==> config.mk <==
export PLATFORM = sky130hd
export DESIGN_NAME = freq_scale_ctrl
export DESIGN_NICKNAME = d
export VERILOG_FILES = /design/src/rtl/freq_scale_ctrl.sv
export SDC_FILE = /design/constraint.sdc
export NUM_CORES = 1
export LEC_CHECK = 0
export CAP_MARGIN = 15
export CORE_ASPECT_RATIO = 0.8
export CORE_UTILIZATION = 52
export CTS_CLUSTER_SIZE = 24
export DETAILED_ROUTE_END_ITERATION = 8
export GPL_ROUTABILITY_DRIVEN = 0
export PLACE_DENSITY_LB_ADDON = 0.05
export SLEW_MARGIN = 30
export SYNTH_ARGS = -nofsm -noshare
export SYNTH_HDL_FRONTEND = slang
export SYNTH_SLANG_ARGS = --single-unit
==> constraint.sdc <==
create_clock -name clk -period 9.95 [get_ports clk]
set_input_delay 0.995 -clock clk [delete_from_list [all_inputs] [get_ports clk]]
set_output_delay 0.995 -clock clk [all_outputs]
set_load 0.02 [all_outputs]
==> src/rtl/freq_scale_ctrl.sv <==
// Occupancy-driven clock-level governor: tracks the per-epoch peak queue occupancy and
// negotiates level changes with the clock mux over a req/ack handshake.
module freq_scale_ctrl #(
  parameter int EPOCH_W     = 32,
  parameter int ACK_TIMEOUT = 1024
) (
  input  logic               clk,
  input  logic               reset,
  input  logic               enable_i,
  input  logic [31:0]        num_bytes_stay_i,
  input  logic [EPOCH_W-1:0] epoch_len_i,
  input  logic [31:0]        thresh_hi_i,
  input  logic [31:0]        thresh_lo_i,
  input  logic [3:0]         hold_epochs_i,
  output logic               sw_req_o,
  output logic [1:0]         sw_level_o,
  input  logic               sw_ack_i,
  output logic [1:0]         level_o,
  output logic               choice_50_o,
  output logic               choice_62_5_o,
  output logic               choice_83_o,
  output logic               choice_125_o,
  output logic [15:0]        switch_count_o,
  output logic               ack_err_o
);

  localparam int TO_W = (ACK_TIMEOUT > 2) ? $clog2(ACK_TIMEOUT) : 1;

  typedef enum logic [1:0] {IDLE, REQ, COMMIT} state_e;

  state_e             state_q, state_d;
  logic [EPOCH_W-1:0] ep_q, ep_d, lastEp;
  logic [31:0]        peak_q, peak_d;
  logic [3:0]         hc_q, hc_d;
  logic [TO_W-1:0]    to_q, to_d;
  logic [1:0]         level_q, level_d;
  logic [1:0]         sw_level_q, sw_level_d;
  logic [3:0]         choice_q, choice_d;
  logic               sw_req_q, sw_req_d;
  logic               ack_err_q, ack_err_d;
  logic [15:0]        count_q, count_d;
  logic               epochEnd, upHit, downHit;

  // The decision sees the peak including this cycle's sample; a zero length means one-cycle epochs.
  always_comb begin
    lastEp   = (epoch_len_i == '0) ? '0 : epoch_len_i - EPOCH_W'(1);
    epochEnd = (ep_q >= lastEp);
    ep_d     = epochEnd ? '0 : ep_q + EPOCH_W'(1);
    if ((ep_q == '0) || (num_bytes_stay_i > peak_q)) begin
      peak_d = num_bytes_stay_i;
    end else begin
      peak_d = peak_q;
    end
    upHit   = epochEnd && (peak_d > thresh_hi_i) && (level_q != 2'd3);
    downHit = epochEnd && (peak_d < thresh_lo_i) && (level_q != 2'd0) && (hc_q == 4'd0);
  end

  always_comb begin
    state_d    = state_q;
    to_d       = to_q;
    level_d    = level_q;
    sw_level_d = sw_level_q;
    choice_d   = choice_q;
    sw_req_d   = sw_req_q;
    ack_err_d  = ack_err_q;
    count_d    = count_q;
    hc_d       = (epochEnd && (hc_q != 4'd0)) ? hc_q - 4'd1 : hc_q;

    case (state_q)
      IDLE: begin
        if (!enable_i && (level_q != 2'd3)) begin
          state_d    = REQ;
          sw_req_d   = 1'b1;
          sw_level_d = 2'd3;
          to_d       = '0;
        end else if (enable_i && (upHit || downHit)) begin
          // Up-switch wins when crossed thresholds make both conditions true.
          state_d    = REQ;
          sw_req_d   = 1'b1;
          sw_level_d = upHit ? 2'd3 : level_q - 2'd1;
          to_d       = '0;
        end
      end
      REQ: begin
        if (sw_ack_i) begin
          state_d = COMMIT;
        end else if (to_q == TO_W'(ACK_TIMEOUT - 1)) begin
          state_d   = IDLE;
          sw_req_d  = 1'b0;
          ack_err_d = 1'b1;
          hc_d      = hold_epochs_i;
        end else begin
          to_d = to_q + TO_W'(1);
        end
      end
      COMMIT: begin
        state_d  = IDLE;
        level_d  = sw_level_q;
        choice_d = 4'b0001 << sw_level_q;
        sw_req_d = 1'b0;
        count_d  = count_q + 16'd1;
        hc_d     = hold_epochs_i;
      end
      default: state_d = IDLE;
    endcase
  end

  always_ff @(posedge clk) begin
    if (reset) begin
      state_q    <= IDLE;
      ep_q       <= '0;
      peak_q     <= '0;
      hc_q       <= '0;
      to_q       <= '0;
      level_q    <= 2'd3;
      sw_level_q <= 2'd3;
      choice_q   <= 4'b1000;
      sw_req_q   <= 1'b0;
      ack_err_q  <= 1'b0;
      count_q    <= '0;
    end else begin
      state_q    <= state_d;
      ep_q       <= ep_d;
      peak_q     <= peak_d;
      hc_q       <= hc_d;
      to_q       <= to_d;
      level_q    <= level_d;
      sw_level_q <= sw_level_d;
      choice_q   <= choice_d;
      sw_req_q   <= sw_req_d;
      ack_err_q  <= ack_err_d;
      count_q    <= count_d;
    end
  end

  assign sw_req_o       = sw_req_q;
  assign sw_level_o     = sw_level_q;
  assign level_o        = level_q;
  assign choice_50_o    = choice_q[0];
  assign choice_62_5_o  = choice_q[1];
  assign choice_83_o    = choice_q[2];
  assign choice_125_o   = choice_q[3];
  assign switch_count_o = count_q;
  assign ack_err_o      = ack_err_q;

endmodule

==> metrics.txt <==
# TYPE chip_impl_metric gauge
chip_impl_info{name="run_status",value="finished clean"} 1
chip_impl_metric{name="synth_cell_types",unit=""} 66
chip_impl_info{name="synthFlopType",value="dfxtp_1"} 1
chip_impl_metric{name="drtAntennaViolNets",unit=""} 0
chip_impl_metric{name="utilization",unit="%"} 66.94
chip_impl_info{name="clock_tree_from_tritoncts",value="built"} 1
chip_impl_metric{name="yosys_warnings",unit=""} 0
chip_impl_metric{name="hpwl",unit="um"} 16390
chip_impl_metric{name="firstDrtPassIters",unit=""} 5
chip_impl_metric{name="floorplan.initialDensity",unit="%"} 53.52
chip_impl_metric{name="dp_cells",unit=""} 1445
chip_impl_metric{name="setup-violations-final",unit=""} 0
chip_impl_metric{name="final_cells",unit=""} 1461
chip_impl_metric{name="wirelength_met1",unit="um"} 10860
chip_impl_metric{name="pin_count_of_the_biggest_net_entering_global_routing",unit=""} 44
chip_impl_metric{name="vias_per_cell",unit=""} 5.348
chip_impl_metric{name="hold_slack",unit="ns"} 0.4442
chip_impl_metric{name="antenna_found_initial",unit=""} 0
chip_impl_metric{name="portion_of_the_post_synthesis_area_used_by_sequential_elements",unit="%"} 24.93
chip_impl_metric{name="holdPathStages",unit=""} 1
chip_impl_metric{name="nets",unit=""} 1516
chip_impl_metric{name="arrival",unit="ns"} 6.71
chip_impl_metric{name="netlist_area",unit="sq mm"} 0.008512
chip_impl_metric{name="syn-instance-count",unit=""} 1092
chip_impl_metric{name="syn-mean-instance-area",unit="sq um"} 7.795
chip_impl_metric{name="grt_pass1_wl",unit="um"} 33970
chip_impl_metric{name="dp_worst_setup_slack",unit="ns"} 3.158
chip_impl_info{name="final_common_cell",value="clkdlybuf4s50_1"} 1
chip_impl_metric{name="critical_path_maximum_fanout",unit=""} 38
chip_impl_metric{name="finalPower",unit="mW"} 1.172
chip_impl_metric{name="cts_max_path_buffers",unit=""} 2
chip_impl_info{name="hold_end",value="to_q[8]$_SDFFE_PP0P_"} 1
chip_impl_metric{name="area.growth.synth_to_final",unit="%"} 25.06
chip_impl_metric{name="hold_buffers",unit=""} 0
chip_impl_metric{name="insertion_delay",unit="ns"} 0.37
chip_impl_metric{name="achievable-frequency",unit="MHz"} 155.0
chip_impl_metric{name="rrSetupSlack",unit="ns"} 4.23
chip_impl_metric{name="synth-seq-cells",unit=""} 106
chip_impl_info{name="setup_repair_after_global_routing_missed_its_margin",value="false"} 1
chip_impl_metric{name="core-area",unit="sq mm"} 0.01590
chip_impl_metric{name="detailed_route_iter0_violations",unit=""} 332
chip_impl_info{name="crit_path_end_kind",value="flop"} 1
chip_impl_metric{name="number_of_synthesized_flops_with_an_enable_pin",unit=""} 0
chip_impl_metric{name="finalSetupTns",unit="ns"} 0
chip_impl_info{name="dr.max_layer_used",value="met4"} 1
chip_impl_metric{name="slew_headroom",unit="%"} 43.87
chip_impl_metric{name="ios",unit=""} 162
chip_impl_metric{name="num_vias",unit=""} 7814
chip_impl_info{name="r2r-start",value="peak_q[23]$_SDFF_PP0_"} 1
chip_impl_metric{name="detail_route.wl_per_cell",unit="um"} 14.04
chip_impl_info{name="min-delay-start",value="to_q[8]$_SDFFE_PP0P_"} 1
chip_impl_info{name="ys_top_cells_by_area",value="dfxtp_1 25%, ha_1 20%, inv_1 5.2%, nand2_1 5.0%, nor2_1 4.6%"} 1
chip_impl_metric{name="routed-wl-met3",unit="um"} 1024
chip_impl_info{name="synth_largest_area_cell",value="dfxtp_1"} 1
chip_impl_metric{name="dpl_cell_area",unit="sq mm"} 0.01032
chip_impl_metric{name="ir_drop",unit="uV"} 75.85
chip_impl_metric{name="finalWorstPathRequiredPeriod",unit="ns"} 6.451
chip_impl_metric{name="count_of_final_max_slew_check_failures",unit=""} 0
chip_impl_metric{name="final_hold_viol_count",unit=""} 0
chip_impl_metric{name="share_of_synthesized_flip_flops_with_an_asynchronous_set_or_reset",unit="%"} 0
chip_impl_metric{name="critical_path_required",unit="ns"} 10.20
chip_impl_info{name="r2r_end",value="to_q[2]$_SDFFE_PP0P_"} 1
chip_impl_metric{name="finalWorstSetupSlack",unit="ns"} 3.499
chip_impl_metric{name="power_leakage",unit="nW"} 4.647
chip_impl_metric{name="cts_resized",unit=""} 0
chip_impl_metric{name="timing.max_cap.violations",unit=""} 0
chip_impl_metric{name="pwr_per_cell_area",unit="mW/mm^2"} 110.1
chip_impl_metric{name="die_height",unit="um"} 116.4
chip_impl_info{name="path_class",value="in -> reg"} 1
chip_impl_metric{name="row_count",unit=""} 41
chip_impl_info{name="clock-root-buffer",value="clkbuf_16"} 1
chip_impl_info{name="category_of_the_worst_setup_path_launch_point",value="primary input"} 1
chip_impl_metric{name="met2WireLength",unit="um"} 8467
chip_impl_metric{name="drive_above_1_share",unit="%"} 3.050
chip_impl_metric{name="number_of_design_rule_violations_left_after_detail_routing",unit=""} 0
chip_impl_metric{name="syn_nets",unit=""} 1367
chip_impl_metric{name="clkTransAtPathRegs",unit="ns"} 0.08
chip_impl_metric{name="worstMarginPinSlew",unit="ns"} 0.8396
chip_impl_metric{name="post-cts-setup-buffer-count",unit=""} 0
chip_impl_metric{name="wl",unit="um"} 20510
chip_impl_metric{name="portBuffers",unit=""} 161
chip_impl_metric{name="cts_made_buffers",unit=""} 9
chip_impl_metric{name="tritoncts_num_sinks",unit=""} 106
chip_impl_metric{name="htree_num_levels",unit=""} 3
chip_impl_metric{name="finClkSkew",unit="ns"} 0.01470
chip_impl_info{name="mostFrequentLayoutCells",value="161 x clkdlybuf4s50_1, 139 x ha_1, 119 x inv_1"} 1
chip_impl_metric{name="finalCritPeriodShare",unit="%"} 64.83
chip_impl_metric{name="r2r.worst_path.cells",unit=""} 19
chip_impl_info{name="worst_min_delay_path_class",value="reg -> reg"} 1
chip_impl_metric{name="gr-total-overflow",unit=""} 0
chip_impl_metric{name="vias_in_the_first_global_route",unit=""} 7006
chip_impl_metric{name="synth.top_cell.area_share",unit="%"} 24.93
chip_impl_metric{name="die_area",unit="sq mm"} 0.01689
chip_impl_metric{name="track_usage",unit="%"} 24.96
chip_impl_metric{name="dieWidth",unit="um"} 145.0
chip_impl_metric{name="n_antenna_cell",unit=""} 0
chip_impl_metric{name="postLayoutCellArea",unit="sq mm"} 0.01065
==> synth_stat cells (all sizes together) (9+ instances only) <==
| library cell | n |
|---|---|
| xor2 | 36 |
| o21ai | 70 |
| a21o | 12 |
| ha | 139 |
| dfxtp | 106 |
| or4 | 9 |
| clkbuf | 24 |
| nand3 | 34 |
| nand2b | 13 |
| nor2 | 104 |
| nand2 | 114 |
| inv | 119 |
| or3 | 10 |
| and3 | 18 |
| xnor2 | 32 |
| nand4 | 25 |
| a211oi | 13 |
| a21oi | 43 |
| nor4 | 12 |
| and2 | 32 |
| nor3 | 30 |
==> cells by family (layout without fill, tap and decap cells) <==
| logic type | after synthesis | after routing | share of synthesized area (%) |
|---|---|---|---|
| AND/OR/NAND/NOR | 428 | 428 | 25.46 |
| AO/OA/AOI/OAI | 198 | 198 | 14.80 |
| buffers and inverters | 145 | 299 | 6.438 |
| adder cells (fa/ha/maj) | 139 | 139 | 20.43 |
| flip-flops | 106 | 106 | 24.93 |
| XOR/XNOR | 68 | 68 | 6.997 |
| multiplexers | 8 | 8 | 0.9408 |
==> power by group <==
| part | leakage, nW | internal (mW) | switching, mW | total (mW) |
|---|---|---|---|---|
| clock network | 0.156 | 0.184 | 0.193 | 0.378 |
| logic | 3.63 | 0.164 | 0.184 | 0.348 |
| registers | 0.862 | 0.441 | 0.00599 | 0.447 |
==> layout make-up <==
type	instances	area, sq um
multi-input combinational	841	5852
fill	1474	5258
sequential	106	2122
timing repair buffer	164	1634
inverter	119	446.7
tap	215	269.0
clock buffer	9	225.2
clock inverter	7	96.34
==> sequential cells by signal (all words and copies together), names as in the netlist <==
signal          cells
switch_count_o     16
sw_req_o            1
sw_level_o          2
ep_q               32
state_q             2
ack_err_o           1
choice_q            4
level_o             2
peak_q             32
hc_q                4
to_q               10
==> worst max-delay path, stage by stage <==
cell,delay (ns)
clkdlybuf4s50_1,0.43
ha_1,0.33
nand2_1,0.07
o21a_1,0.19
o221a_2,0.24
o21ai_0,0.27
o31ai_1,0.19
o22ai_4,0.47
buf_4,0.44
o21ai_0,0.26
ha_1,0.35
and3_1,0.21
nand4_1,0.16
or4_1,0.65
or3_1,0.45
nor3_1,0.30
a21oi_4,0.19
nand2_1,0.20
a2bb2o_1,0.29
==> per-layer routing <==
layer,global-route usage [%],up-vias
li1,-,4112
met1,36.49,3528
met2,38.17,160
met3,4.297,14
met4,5.532,0
met5,0,-
==> how the worst max path moves through the flow <==
stage	from	endpoint	slack, ns	depth (start not counted)
finish	num_bytes_stay_i[23]	to_q[2]$_SDFFE_PP0P_	3.50	19
CTS	epoch_len_i[5]	to_q[2]$_SDFFE_PP0P_	3.53	20
global route	epoch_len_i[5]	to_q[2]$_SDFFE_PP0P_	2.94	20
detailed placement	epoch_len_i[5]	to_q[2]$_SDFFE_PP0P_	3.16	20
floorplan	epoch_len_i[5]	to_q[7]$_SDFFE_PP0P_	4.56	21
global placement	num_bytes_stay_i[23]	to_q[2]$_SDFFE_PP0P_	3.33	19
(Power assumes the default switching activity.)
